===== src/rtl/ecc_scrub_ctrl.sv =====
// rtl/ecc_scrub_ctrl.sv - background SECDED scrubber sharing a RAM port with the host
// Walks every codeword, rewrites single-bit errors corrected, reports and counts double errors.
module ecc_scrub_ctrl #(
  parameter int ADDR_W   = 8,
  parameter int INTERVAL = 16
) (
  input  logic              clk,
  input  logic              rst,
  input  logic              start,
  input  logic              continuous,
  output logic              mem_req,
  input  logic              mem_gnt,
  output logic              mem_we,
  output logic [ADDR_W-1:0] mem_addr,
  output logic [38:0]       mem_wdata,
  input  logic [38:0]       mem_rdata,
  output logic [31:0]       dec_din,
  output logic [6:0]        dec_ecc_in,
  input  logic [31:0]       dec_dout,
  input  logic [6:0]        dec_ecc_out,
  input  logic              dec_single,
  input  logic              dec_double,
  output logic              busy,
  output logic              done,
  output logic              err_valid,
  output logic              err_uncorr,
  output logic [ADDR_W-1:0] err_addr,
  output logic [15:0]       corr_cnt,
  output logic [15:0]       uncorr_cnt
);

  typedef enum logic [2:0] {
    S_IDLE,
    S_WAIT_INT,
    S_RD_REQ,
    S_RD_DATA,
    S_CHECK,
    S_WR_REQ,
    S_NEXT
  } state_e;

  localparam logic [ADDR_W-1:0] LAST_ADDR  = '1;
  localparam logic [ADDR_W-1:0] ADDR_ONE   = {{(ADDR_W-1){1'b0}}, 1'b1};
  localparam logic [15:0]       INTERVAL_L = 16'(INTERVAL);
  localparam logic [15:0]       CNT_MAX    = 16'hFFFF;

  state_e              state_q, state_d;
  logic [ADDR_W-1:0]   addr_q, addr_d;
  logic [15:0]         wait_q, wait_d;
  logic [38:0]         cap_q, cap_d;
  logic [38:0]         wr_q, wr_d;
  logic                done_q, done_d;
  logic                err_valid_q, err_valid_d;
  logic                err_uncorr_q, err_uncorr_d;
  logic [ADDR_W-1:0]   err_addr_q, err_addr_d;
  logic [15:0]         corr_q, corr_d;
  logic [15:0]         uncorr_q, uncorr_d;

  always_ff @(posedge clk) begin
    if (rst) begin
      state_q      <= S_IDLE;
      addr_q       <= '0;
      wait_q       <= '0;
      cap_q        <= '0;
      wr_q         <= '0;
      done_q       <= 1'b0;
      err_valid_q  <= 1'b0;
      err_uncorr_q <= 1'b0;
      err_addr_q   <= '0;
      corr_q       <= '0;
      uncorr_q     <= '0;
    end else begin
      state_q      <= state_d;
      addr_q       <= addr_d;
      wait_q       <= wait_d;
      cap_q        <= cap_d;
      wr_q         <= wr_d;
      done_q       <= done_d;
      err_valid_q  <= err_valid_d;
      err_uncorr_q <= err_uncorr_d;
      err_addr_q   <= err_addr_d;
      corr_q       <= corr_d;
      uncorr_q     <= uncorr_d;
    end
  end

  always_comb begin
    state_d      = state_q;
    addr_d       = addr_q;
    wait_d       = wait_q;
    cap_d        = cap_q;
    wr_d         = wr_q;
    done_d       = 1'b0;
    err_valid_d  = 1'b0;
    err_uncorr_d = err_uncorr_q;
    err_addr_d   = err_addr_q;
    corr_d       = corr_q;
    uncorr_d     = uncorr_q;

    case (state_q)
      S_IDLE: begin
        if (start) begin
          addr_d   = '0;
          corr_d   = '0;
          uncorr_d = '0;
          wait_d   = INTERVAL_L;
          state_d  = S_WAIT_INT;
        end
      end
      S_WAIT_INT: begin
        if (wait_q <= 16'd1) begin
          state_d = S_RD_REQ;
        end else begin
          wait_d = wait_q - 16'd1;
        end
      end
      S_RD_REQ: begin
        if (mem_gnt) state_d = S_RD_DATA;
      end
      S_RD_DATA: begin
        cap_d   = mem_rdata;
        state_d = S_CHECK;
      end
      S_CHECK: begin
        // a double error may also raise single; it must never be written back
        if (dec_double) begin
          if (uncorr_q != CNT_MAX) uncorr_d = uncorr_q + 16'd1;
          err_valid_d  = 1'b1;
          err_uncorr_d = 1'b1;
          err_addr_d   = addr_q;
          state_d      = S_NEXT;
        end else if (dec_single) begin
          if (corr_q != CNT_MAX) corr_d = corr_q + 16'd1;
          err_valid_d  = 1'b1;
          err_uncorr_d = 1'b0;
          err_addr_d   = addr_q;
          wr_d         = {dec_ecc_out, dec_dout};
          state_d      = S_WR_REQ;
        end else begin
          state_d = S_NEXT;
        end
      end
      S_WR_REQ: begin
        if (mem_gnt) state_d = S_NEXT;
      end
      S_NEXT: begin
        wait_d = INTERVAL_L;
        if (addr_q == LAST_ADDR) begin
          done_d  = 1'b1;
          addr_d  = '0;
          state_d = continuous ? S_WAIT_INT : S_IDLE;
        end else begin
          addr_d  = addr_q + ADDR_ONE;
          state_d = S_WAIT_INT;
        end
      end
      default: state_d = S_IDLE;
    endcase
  end

  // address and write data are registers untouched while a request is pending
  assign mem_req    = (state_q == S_RD_REQ) || (state_q == S_WR_REQ);
  assign mem_we     = (state_q == S_WR_REQ);
  assign mem_addr   = addr_q;
  assign mem_wdata  = wr_q;
  assign dec_din    = cap_q[31:0];
  assign dec_ecc_in = cap_q[38:32];
  assign busy       = (state_q != S_IDLE);
  assign done       = done_q;
  assign err_valid  = err_valid_q;
  assign err_uncorr = err_uncorr_q;
  assign err_addr   = err_addr_q;
  assign corr_cnt   = corr_q;
  assign uncorr_cnt = uncorr_q;

endmodule


===== config.mk =====
export PLATFORM = sky130hd
export DESIGN_NAME = ecc_scrub_ctrl
export DESIGN_NICKNAME = d
export VERILOG_FILES = /design/src/rtl/ecc_scrub_ctrl.sv
export SDC_FILE = /design/constraint.sdc
export NUM_CORES = 1
export LEC_CHECK = 0
export CORE_UTILIZATION = 41
export CTS_CLUSTER_DIAMETER = 120
export DETAILED_ROUTE_END_ITERATION = 7
export PLACE_DENSITY_LB_ADDON = 0.05
export SKIP_CTS_REPAIR_TIMING = 1
export SYNTH_ARGS = -nofsm -noshare
export SYNTH_HDL_FRONTEND = slang
export SYNTH_SLANG_ARGS = --single-unit

===== constraint.sdc =====
create_clock -name clk -period 1.94 [get_ports clk]
set_clock_uncertainty 0.15 [all_clocks]
set_input_delay 0.194 -clock clk [delete_from_list [all_inputs] [get_ports clk]]
set_output_delay 0.194 -clock clk [all_outputs]
set_load 0.01 [all_outputs]

==> metrics <==
worst slew pin tran=0.435 ns; drt pass-1 iters=7; I/O pins=217; Finished Core Util=between 70% and 80%; Post-synth EDFFs=0; Post-Route WL=18900 um; grt ovf=0; CTS clk-pin slew, worst paths=0.06 ns; Max clock buf depth=2; total number of vias=about 6600; max-capacitance violation count=0; Die ar.=0.0156 mm^2; Hold WS=0.164 ns; status=complete, but fails checks; failing checks=design-rule violations, negative setup slack; Power Total=11.5 mW; All-Layer GR Usage=23.6%; Via density=around 5.2; final instance area=around 0.010 mm^2; clk_lat worst skew=between 0.4 and 0.5 ns; CP peak stage delay=0.57 ns; Leak=between 3 and 4 nW; Cell variety after synth=a little over 60; H-tree depth=4; die width=between 100 and 150 um; CP delay by family, top=simple AND/OR/NAND/NOR gates; #FFs+latches synth=around 150; Post-DRT Antenna Nets=0; RSZ-0062 raised after global routing=true; core area=around 0.015 mm^2; Worst Setup SP=wait_q[12]; crit end category=flip-flop; Slew Viols, Final=0; WP data required=2.11 ns; Pwr Density=1120 mW/mm^2; TritonCTS clock tree=yes; nature of the critical path startpoint=flip-flop; worst hold start=mem_rdata[17]; worst reg2reg path startpoint=wait_q[12]; DP Area=0.00924 mm^2; critical path peak fanout=6; Avg Inst Size Synth=8.13 um^2; fillers=1141; arrival time worst endpoint=2.15 ns; Initial Util=42.2%; CTS sink cnt=148; CP Class=flip-flop to flip-flop; clock root buffer=clkbuf_16; Slew HR=70.8%; CP Cell Sequence=or4_4 > nor4_4 > buf_6 > a21oi_4 > buf_6 > a31o_4; post-route minimum period=approximately 2.0 ns; Num CTS Buffers=17; largest net degree at the start of global routing=81; Buf+Inv Stages, Crit Path=2; routed len/inst=around 15 um; Mapped Cells=760; Max Clk Rate=504 MHz; row cnt=44; Final period util=102%; global-route wire length before repair=29600 um; initial antenna violation count=0; final setup violation count=13; main flop type after synthesis=dfxtp_1; antenna fix cells=0; Hold Crit Class=input pin to flip-flop; most frequent cell on the critical path=buf_6; Port Buf Inserts=216; layout cells sized above 1=around 20%; most frequent cells in the layout=212 x clkdlybuf4s50_1, 194 x nand2_1, 143 x dfxtp_1; slowest CP cell=or4_4; Die Y=approximately 120 um; Layout area overhead=67.2%; vias in the first global route=6268; post-synth design cell area=0.00618 mm^2; setup slack after layout=-0.0439 ns; Detailed Place HPWL=13300 um; Placer Congestion=~0.87; Synthesized Nets=850; VDD IR max=about 0.76 mV; asr flop ratio synth=0%; layout net count=1158; most common cell after layout, fill and taps aside=clkdlybuf4s50_1; DRC=22; Starting DRT DRC Count=441; post-synthesis sequential area ratio=47.9%; synth warn=0; Hold Violations, Final=0
==> final timing paths <==
check,slack (ns),to,depth (start not counted)
hold reg to reg,0.30,mem_wdata[28],2
hold / removal,0.16,cap_q[17],3
setup reg to reg,-0.04,wait_q[2],6
setup / recovery,-0.04,wait_q[2],6
==> cell type report <==
class                      instances  area (um^2)  share of cell area (%)
clock buffer                      20          447                    4.32
clock inverter                    12          226                    2.19
inverter                           8         30.0                   0.291
multi-input combinational        563         3310                    32.0
sequential                       148         2970                    28.8
tap                              184          230                    2.23
timing repair buffer             330         3120                    30.2
==> per-stage QoR <==
stage / TNS, ns / setup slack (ns) / cells
2_1_floorplan: -0.00172 / -0.00172 / 760
3_3_place_gp: -5.41 / -0.213 / 1219
3_5_place_dp: -7.85 / -0.270 / 1219
4_1_cts: -4.68 / -0.410 / 1251
5_1_grt: -1.50 / -0.112 / 1265
6_report: -0.254 / -0.0439 / 1265
==> metal layers <==
layer | share of wire (%) | wire length [um] | vias up | GRT usage, %
li1 | - | - | 3265 | -
met1 | 42 | 7990 | 3080 | 26.3
met2 | 50 | 9390 | 193 | 41.6
met3 | 5.7 | 1070 | 42 | 6.44
met4 | 2.6 | 488 | 0 | 11.3
met5 | 0 | 0 | - | 0
==> cell families (layout without fill, tap and decap cells) <==
logic type      count (synthesis)  in the layout  synth area share [%]
compound gates                168            168                  16.1
xor+xnor                       19             19                  2.69
fa+ha+maj                       5              5                  1.01
buf+inv                        49            370                  3.20
flops                         148            148                  47.9
mux                            12             12                  1.94
simple gates                  359            359                  27.1
==> power by group <==
part	internal (mW)	leakage, nW	switching (mW)
logic	2.26	2.21	2.03
clock network	2.45	0.321	1.28
registers	3.30	1.20	0.213
==> worst reg2reg max path, cell delays in order (launching register included) <==
cell	delay, ns
dfxtp_2	0.32
or4_4	0.57
nor4_4	0.24
buf_6	0.17
a21oi_4	0.07
buf_6	0.15
a31o_4	0.21
==> registers in the layout (all words and copies together) (netlist names) <==
signal	count
cap_q	39
done	1
wait_q	16
uncorr_cnt	16
mem_addr	8
mem_wdata	39
err_valid	1
err_addr	8
err_uncorr	1
corr_cnt	16
state_q	3
==> cells in the mapped netlist (4+ instances only) <==
library cell    n  area, um^2
nand2_1       195         732
dfxtp_1       148        2960
a21oi_1       102         510
nor2_1         54         203
clkbuf_1       28         105
o21ai_0        19        95.1
or3_1          18         113
nand3_1        17        85.1
nand4_1        14        87.6
mux2i_1        12         120
xnor2_1        10        87.6
nor3_1          9        45.0
or4_1           9        67.6
xor2_1          9        78.8
and3_1          8        50.1
buf_2           8        40.0
inv_1           8        30.0
a211oi_1        6        45.0
a31oi_1         6        37.5
and4_1          5        43.8
ha_1            5        62.6
nor4_1          5        31.3
o211ai_1        5        37.5
buf_1           4        15.0
o31ai_1         4        30.0
No activity file was read; power rests on OpenSTA's default activity.
